`src/rtl/uart_tx_serializer_if.sv`:
```
// Handshake/data bundle between the core's memory-mapped UART logic and the TX serializer.
// The core drives the master side; the serializer implements the slave side.
interface uart_tx_serializer_if #(
   parameter int UART_Nbit = 8
);
   logic                 Tx_start;
   logic [UART_Nbit-1:0] DataTx_in;
   logic                 SerialDataOut;
   logic                 Tx_busy;
   logic                 Tx_done;

   modport master (
      output Tx_start,
      output DataTx_in,
      input  SerialDataOut,
      input  Tx_busy,
      input  Tx_done
   );

   modport slave (
      input  Tx_start,
      input  DataTx_in,
      output SerialDataOut,
      output Tx_busy,
      output Tx_done
   );
endinterface

```
`src/rtl/uart_tx_serializer.sv`:
```
// UART transmitter: latches a word on Tx_start and shifts it out LSB-first as 8N1, with registered outputs.
// Define UART_TX_PARITY_EN to insert an even-parity bit between the last data bit and the stop bit (8E1).
module uart_tx_serializer #(
   parameter int UART_Nbit = 8,
   parameter int baudrate  = 9600,
   parameter int clk_freq  = 50000000
) (
   input  logic               clk,
   input  logic               reset,
   uart_tx_serializer_if.slave tx
);
   localparam int CLKS_PER_BIT = clk_freq / baudrate;
   localparam int BAUD_W       = $clog2(CLKS_PER_BIT);
   localparam int IDX_W        = (UART_Nbit > 1) ? $clog2(UART_Nbit) : 1;
   localparam logic [BAUD_W-1:0] BAUD_LAST = BAUD_W'(CLKS_PER_BIT - 1);
   localparam logic [IDX_W-1:0]  IDX_LAST  = IDX_W'(UART_Nbit - 1);

   typedef enum logic [2:0] {
      S_IDLE   = 3'd0,
      S_START  = 3'd1,
      S_DATA   = 3'd2,
      S_STOP   = 3'd3
`ifdef UART_TX_PARITY_EN
      , S_PARITY = 3'd4
`endif
   } state_t;

   state_t               state_q, state_d;
   logic [BAUD_W-1:0]    baud_q, baud_d;
   logic [IDX_W-1:0]     idx_q, idx_d;
   logic [UART_Nbit-1:0] shift_q, shift_d;
   logic                 line_q, line_d;
   logic                 busy_q, busy_d;
   logic                 done_q, done_d;
`ifdef UART_TX_PARITY_EN
   logic                 parity_q, parity_d;
`endif
   logic                 bit_end;

   always_ff @(posedge clk or negedge reset) begin
      if (!reset) begin
         state_q  <= S_IDLE;
         baud_q   <= '0;
         idx_q    <= '0;
         shift_q  <= '0;
         line_q   <= 1'b1;
         busy_q   <= 1'b0;
         done_q   <= 1'b0;
`ifdef UART_TX_PARITY_EN
         parity_q <= 1'b0;
`endif
      end else begin
         state_q  <= state_d;
         baud_q   <= baud_d;
         idx_q    <= idx_d;
         shift_q  <= shift_d;
         line_q   <= line_d;
         busy_q   <= busy_d;
         done_q   <= done_d;
`ifdef UART_TX_PARITY_EN
         parity_q <= parity_d;
`endif
      end
   end

   // Line value is computed for the state being entered, so it changes on the same edge as the state.
   always_comb begin
      state_d  = state_q;
      baud_d   = baud_q;
      idx_d    = idx_q;
      shift_d  = shift_q;
      line_d   = line_q;
      busy_d   = busy_q;
      done_d   = 1'b0;
`ifdef UART_TX_PARITY_EN
      parity_d = parity_q;
`endif
      bit_end  = (baud_q == BAUD_LAST);

      if (state_q != S_IDLE) begin
         baud_d = bit_end ? '0 : baud_q + 1'b1;
      end

      case (state_q)
         S_IDLE: begin
            baud_d = '0;
            line_d = 1'b1;
            busy_d = 1'b0;
            if (tx.Tx_start) begin
               shift_d  = tx.DataTx_in;
`ifdef UART_TX_PARITY_EN
               parity_d = ^tx.DataTx_in;
`endif
               state_d  = S_START;
               line_d   = 1'b0;
               busy_d   = 1'b1;
            end
         end
         S_START: begin
            if (bit_end) begin
               state_d = S_DATA;
               idx_d   = '0;
               line_d  = shift_q[0];
            end
         end
         S_DATA: begin
            if (bit_end) begin
               shift_d = shift_q >> 1;
               if (idx_q == IDX_LAST) begin
`ifdef UART_TX_PARITY_EN
                  state_d = S_PARITY;
                  line_d  = parity_q;
`else
                  state_d = S_STOP;
                  line_d  = 1'b1;
`endif
               end else begin
                  idx_d  = idx_q + 1'b1;
                  line_d = shift_d[0];
               end
            end
         end
`ifdef UART_TX_PARITY_EN
         S_PARITY: begin
            if (bit_end) begin
               state_d = S_STOP;
               line_d  = 1'b1;
            end
         end
`endif
         S_STOP: begin
            if (bit_end) begin
               state_d = S_IDLE;
               line_d  = 1'b1;
               busy_d  = 1'b0;
               done_d  = 1'b1;
            end
         end
         default: begin
            state_d = S_IDLE;
            baud_d  = '0;
            line_d  = 1'b1;
            busy_d  = 1'b0;
         end
      endcase
   end

   assign tx.SerialDataOut = line_q;
   assign tx.Tx_busy       = busy_q;
   assign tx.Tx_done       = done_q;

endmodule
```
`src/flat_wrapper.sv`:
```
// flat-port wrapper written by rule: the top's interface ports become plain ports
module uart_tx_serializer_flat 
#(
   parameter int UART_Nbit = 8,
   parameter int baudrate  = 9600,
   parameter int clk_freq  = 50000000
)
  (clk, reset, tx_Tx_start, tx_DataTx_in, tx_SerialDataOut, tx_Tx_busy, tx_Tx_done);
  uart_tx_serializer_if #(.UART_Nbit(UART_Nbit)) tx_i ();
  input  logic clk;
  input  logic reset;
  input wire logic [$bits(tx_i.Tx_start)-1:0] tx_Tx_start;
  input wire logic [$bits(tx_i.DataTx_in)-1:0] tx_DataTx_in;
  output wire logic [$bits(tx_i.SerialDataOut)-1:0] tx_SerialDataOut;
  output wire logic [$bits(tx_i.Tx_busy)-1:0] tx_Tx_busy;
  output wire logic [$bits(tx_i.Tx_done)-1:0] tx_Tx_done;
  assign tx_i.Tx_start = tx_Tx_start;
  assign tx_i.DataTx_in = tx_DataTx_in;
  assign tx_SerialDataOut = tx_i.SerialDataOut;
  assign tx_Tx_busy = tx_i.Tx_busy;
  assign tx_Tx_done = tx_i.Tx_done;
  uart_tx_serializer #(.UART_Nbit(UART_Nbit), .baudrate(baudrate), .clk_freq(clk_freq)) u_core (.clk(clk), .reset(reset), .tx(tx_i));
endmodule
```
`config.mk`:
```
export PLATFORM = sky130hd
export DESIGN_NAME = uart_tx_serializer_flat
export DESIGN_NICKNAME = d
export VERILOG_FILES = /design/src/rtl/uart_tx_serializer_if.sv /design/src/rtl/uart_tx_serializer.sv /design/src/flat_wrapper.sv
export SDC_FILE = /design/constraint.sdc
export NUM_CORES = 1
export LEC_CHECK = 0
export BUFFER_PORTS_ARGS = -buffer_cell sky130_fd_sc_hd__buf_4
export CAP_MARGIN = 15
export CORE_ASPECT_RATIO = 1.1
export CORE_UTILIZATION = 50
export CTS_CLUSTER_DIAMETER = 100
export DETAILED_ROUTE_END_ITERATION = 10
export PLACE_DENSITY = 0.69
export SLEW_MARGIN = 10
export SYNTH_ARGS = -nofsm -noshare
export SYNTH_HDL_FRONTEND = slang
export SYNTH_SLANG_ARGS = --single-unit
```
`constraint.sdc`:
```
create_clock -name clk -period 2.8 [get_ports clk]
set_clock_uncertainty 0.2 [all_clocks]
set_input_delay 0 -clock clk [delete_from_list [all_inputs] [get_ports clk]]
set_output_delay 0 -clock clk [all_outputs]
set_load 0.01 [all_outputs]
```
Word level (Yosys, flattened, before mapping)
Index checks and enable logic that the tools add are counted.
{"block": "totals", "regBits": 30, "inputBits": 11, "output_inout_bits": 3, "elab_cells": 59}
{"block": "op_classes", "addsub": 2, "eq_ne": 12, "muxes": 26, "bitwise": 1, "reduce_logical": 11}
{"operator": "$mux W13", "n": 3}
{"operator": "$mux W3", "n": 7}
{"operator": "$mux W8", "n": 2}
{"operator": "$pmux W8 S2", "n": 1}
{"operator": "$add A13 B1 Y13 const B", "n": 1}
{"operator": "$eq A13 B13 Y1 const B", "n": 1}
{"operator": "$pmux W3 S4", "n": 1}
{"operator": "$ne A2 B1 Y1 const B", "n": 5}
{"operator": "$mux W1", "n": 9}
{"operator": "$eq A3 B2 Y1 const B", "n": 2}
{"operator": "$pmux W3 S2", "n": 1}
{"operator": "$reduce_and A3 Y1", "n": 2}
{"operator": "$reduce_and A5 Y1", "n": 1}
{"operator": "$ne A2 B2 Y1 const B", "n": 2}
{"operator": "$pmux W1 S4", "n": 1}
{"operator": "$reduce_and A4 Y1", "n": 1}
{"operator": "$reduce_bool A2 Y1", "n": 2}
{"operator": "$add A3 B1 Y3 const B", "n": 1}
{"operator": "$eq A3 B1 Y1 const B", "n": 1}
{"operator": "$eq A3 B3 Y1 const B", "n": 1}
{"operator": "$logic_not A3 Y1", "n": 1}
{"operator": "$pmux W1 S3", "n": 1}
{"operator": "$reduce_bool A3 Y1", "n": 1}
{"operator": "$reduce_or A3 Y1", "n": 1}
{"operator": "3 further kinds", "n": 3}

Depth between registers and ports, before layout
{"block": "depth", "word_depth": 4, "depth_mapped": 8, "ltp_nobuf": 6}

Worst setup path before layout
Ideal clock, no wire load.
{"block": "synth_path", "path_kind": "register -> register", "start": "reg u_core.state_q[0]", "end": "reg u_core.shift_q[0]", "setup_time_ps": 137, "arrival_time_ps": 1712, "required_ps": 2463, "setup_slack_ps": 751, "path_stages_with_launch": 9, "synth_period_minus_slack_ps": 2049, "cell_sequence": "dfrtp_1 inv_1 ha_1 clkbuf_1 nand2b_1 clkbuf_1 nand4_1 o22ai_1 a21oi_1"}
{"block": "synth_via", "elab_chain_len": 3, "elab_cells_between_ends": 7}
{"element": "from (decl)", "line_no": "uart_tx_serializer.sv:28", "text": "state_t state_q, state_d;"}
{"element": "from (signal assigned)", "line_no": "uart_tx_serializer.sv:53", "text": "state_q <= state_d;"}
{"element": "$eq A3 B2 Y1 or $logic_not A3 Y1 (tied branches)", "line_no": "uart_tx_serializer.sv:84", "text": "case (state_q)"}
{"element": "$ne A2 B1 Y1 (no line), or another cell as far along"}
{"element": "$reduce_and A3 Y1 (no line)"}
{"element": "to (signal assigned)", "line_no": "uart_tx_serializer.sv:56", "text": "shift_q <= shift_d;"}
{"element": "to (decl)", "line_no": "uart_tx_serializer.sv:31", "text": "logic [UART_Nbit-1:0] shift_q, shift_d;"}
Several ways; a longest one is shown, not always the timed one.
A chain may end at the register's enable or synchronous reset.

Worst setup path after layout
{"block": "layout_path", "start": "reg u_core.state_q[0]", "end": "reg u_core.shift_q[7]"}
Same word-level chain as after synthesis.

==> metrics.md <==
| Metric | Value |
|---|---|
| Status | complete, no violations |
| Count of pins over their slew limit | 0 |
| CTS clk-pin slew, worst paths | approximately 0.10 ns |
| Skew-Pair Late Insertion Delay | approximately 0.33 ns |
| Setup crit end kind | flop |
| CTS Buf Count | 5 |
| Final Total Pwr | between 1.5 and 2 mW |
| Gr usage total | a little under a quarter |
| Distinct cells, synth | between 40 and 50 |
| WL/cell | 16.1 um |
| R2r setup slk | roughly 0.46 ns |
| CTS tree | yes |
| Synth async-reset ratio | 100% |
| Layout overhead on the synthesized area | 19.4% |
| # Post-CTS Setup Buffers | 0 |
| Period utilization | 83.5% |
| Top post-synthesis cells by area | dfrtp_1, ha_1, o22ai_1, o22a_1, xor2_1 |
| Slew headroom | 62.1% |
| Peak VDD IR | a little under 0.0006 V |
| HP Class | flop to flop |
| Syn nets | 187 |
| Yosys top cell by area | dfrtp_1 |
| CTS sink count | 29 |
| RSZ-0062 raised after global routing | false |
| Ports | 14 |
| H-Tree Depth | 2 |
| Final #Nets | about 220 |
| FMAX | about 430 MHz |
| PD cells | 825 nW/um^2 |
| Grt total ovfl | 0 |
| Core area | about 3100 sq um |
| Antenna Cells | 0 |
| Sequential area share after synthesis | between 40% and 50% |
| Critical path arrival | roughly 2.4 ns |
| Placed cell count | 210 |
| Non-filler cells, final | about 230 |
| Vias in the first global route | around 1500 |
| Syn Inst Count | about 170 |
| Fin crit period | around 2.3 ns |
| GP Congestion | 0.805 |
| Count leader, synth | dfrtp_1 |
| Hold WS | ~0.33 ns |
| Vias post-DR | 1433 |
| Worst EP required | 2.82 ns |
| CTS resizes | 0 |
| Detailed Route Iter0 Violations | roughly 40 |
| Via/cell ratio | just over 6 |
| Starting density of the core | between 50% and 60% |
| Largest delay contributor family on the critical path | buffers and inverters |
| Crit-path max FO | 11 |
| Hold Vio Cnt, Final | 0 |
| CTS root buffer | clkbuf_4 |
| Critical-path top delay cell | dlygate4sd3_1 |
| Die H | between 60 and 70 um |
| First-pass GRT wire length | between 6000 and 7000 um |
| Top cell type's share of synthesized area | a little over two fifths |
| Port bufs | 13 |
| Place WS | 0.474 ns |
| Post-Syn Area | 1670 sq um |
| Critical path launch point type | flop |
| Yosys reg bits | 29 |
| DP HPWL | around 2500 um |
| DRC violations left | 0 |
| Crit path kind | flop to flop |
| Antenna violations before repair | 0 |
| Final worst setup slack | between 0.4 and 0.5 ns |
| Largest net degree at the start of global routing | 29 |
| Die W | approximately 57 um |
| Maxcap violations | 0 |
| Clock Path Buffers | 2 |
| Setup TNS | 0 ns |
| Post-synth EDFFs | 0 |
| Routed Antenna Nets | 0 |
| Slew of the pin with the lowest slew margin | around 0.56 ns |
| P_leak | 0.888 nW |
| Buf/Inv on CP | 3 |
| Primary FF master, synth | dfrtp_1 |
| WL final | about 3700 um |
| Num rows | 21 |
| Drt pass-1 iters | 4 |
| Share of cells above drive strength 1 | ~17% |
| Finish-stage setup viols | 0 |
| Die Area | 3580 sq um |
| Post-synth top cells | dfrtp_1, o22ai_1, a21oi_1 |
| Crit path largest cell delay | approximately 0.57 ns |
| Cells along the critical path | inv_1 -> ha_1 -> buf_4 -> nor2b_1 -> a31oi_1 -> dlygate4sd3_1 -> o2bb2ai_1 |
| Syn_area_per_cell | about 10 sq um |
| Synth warn | 0 |
stage by stage:
stage / cell area, sq um / util [%]
global placement: 1810 / 57.8
CTS: 2000 / 63.9
finish: 2000 / 63.9
detailed placement: 1810 / 57.8
floorplan: 1670 / -
global route: 2000 / 63.9
cell families (layout without fill, tap and decap cells):
family / count (synthesis) / in the layout / share of synthesized area [%]
AO/OA/AOI/OAI: 47 / 47 / 19.4
XOR/XNOR: 9 / 9 / 4.71
adder cells (fa/ha/maj): 9 / 9 / 6.73
buffers and inverters: 12 / 42 / 2.84
flip-flops: 29 / 29 / 43.5
multiplexers: 3 / 3 / 1.94
AND/OR/NAND/NOR: 58 / 58 / 20.9
final cells by class:
type / count / area (sq um)
Clock buffer: 6 / 41.3
Clock inverter: 2 / 10.0
Fill cell: 265 / 1130
Inverter: 5 / 18.8
Multi-Input combinational cell: 126 / 898
Sequential cell: 29 / 727
Tap cell: 34 / 42.5
Timing Repair Buffer: 29 / 260
power by group:
group	internal [mW]	switching, mW
logic	0.365	0.393
clock network	0.0954	0.148
registers	0.533	0.114
worst paths after layout:
kind | from | end | depth (start not counted)
max | u_core.state_q[0] | u_core.shift_q[7] | 7
min | u_core.shift_q[7] | u_core.shift_q[7] | 1
max reg2reg | u_core.state_q[0] | u_core.shift_q[7] | 7
min reg2reg | u_core.shift_q[7] | u_core.shift_q[7] | 1
max in group asynchronous | reset | u_core.baud_q[8] | 4
min in group asynchronous | reset | u_core.tx.Tx_done | 4
metal layers:
metal  global-route usage [%]  share of wire [%]  up-vias
met2                     40.4                 51       37
met1                     27.3                 44      696
met3                     8.07                4.1        5
met5                        0                  0        -
li1                         -                  -      695
met4                     7.01                1.2        0
worst register-to-register path, cell delays in order (launching register included):
cell	delay, ns
dfrtp_1	0.44
inv_1	0.14
ha_1	0.38
buf_4	0.25
nor2b_1	0.06
a31oi_1	0.12
dlygate4sd3_1	0.57
o2bb2ai_1	0.07
registers in the layout, indices dropped and copies added, names as in the netlist:
register                 count
u_core.tx.SerialDataOut      1
u_core.tx.Tx_done            1
u_core.state_q               2
u_core.shift_q               8
u_core.idx_q                 3
u_core.tx.Tx_busy            1
u_core.baud_q               13
timing repair:
item                                    4_1_cts  5_1_grt
hold buffers                                 13        0
endpoints found under the setup margin        0        0
hold endpoints to repair                     38        0
cells in the final DEF, fill, tap and decap left out, types with 2 or more instances in the layout:
cell,n
a21oi_1,12
a221o_1,3
and3_1,7
and4_1,2
buf_4,16
clkbuf_4,5
clkinv_2,2
dfrtp_1,28
dlygate4sd3_1,12
ha_1,9
inv_1,5
mux2_1,2
nand2_1,8
nand2b_1,2
nand3_1,4
nand4_1,5
nor2_1,11
nor2b_1,2
nor3_1,2
nor4_1,2
nor4b_1,2
o21ai_0,2
o22a_1,7
o22ai_1,14
o31ai_1,2
xnor2_1,2
xor2_1,7
No activity file was read; power rests on OpenSTA's default activity.
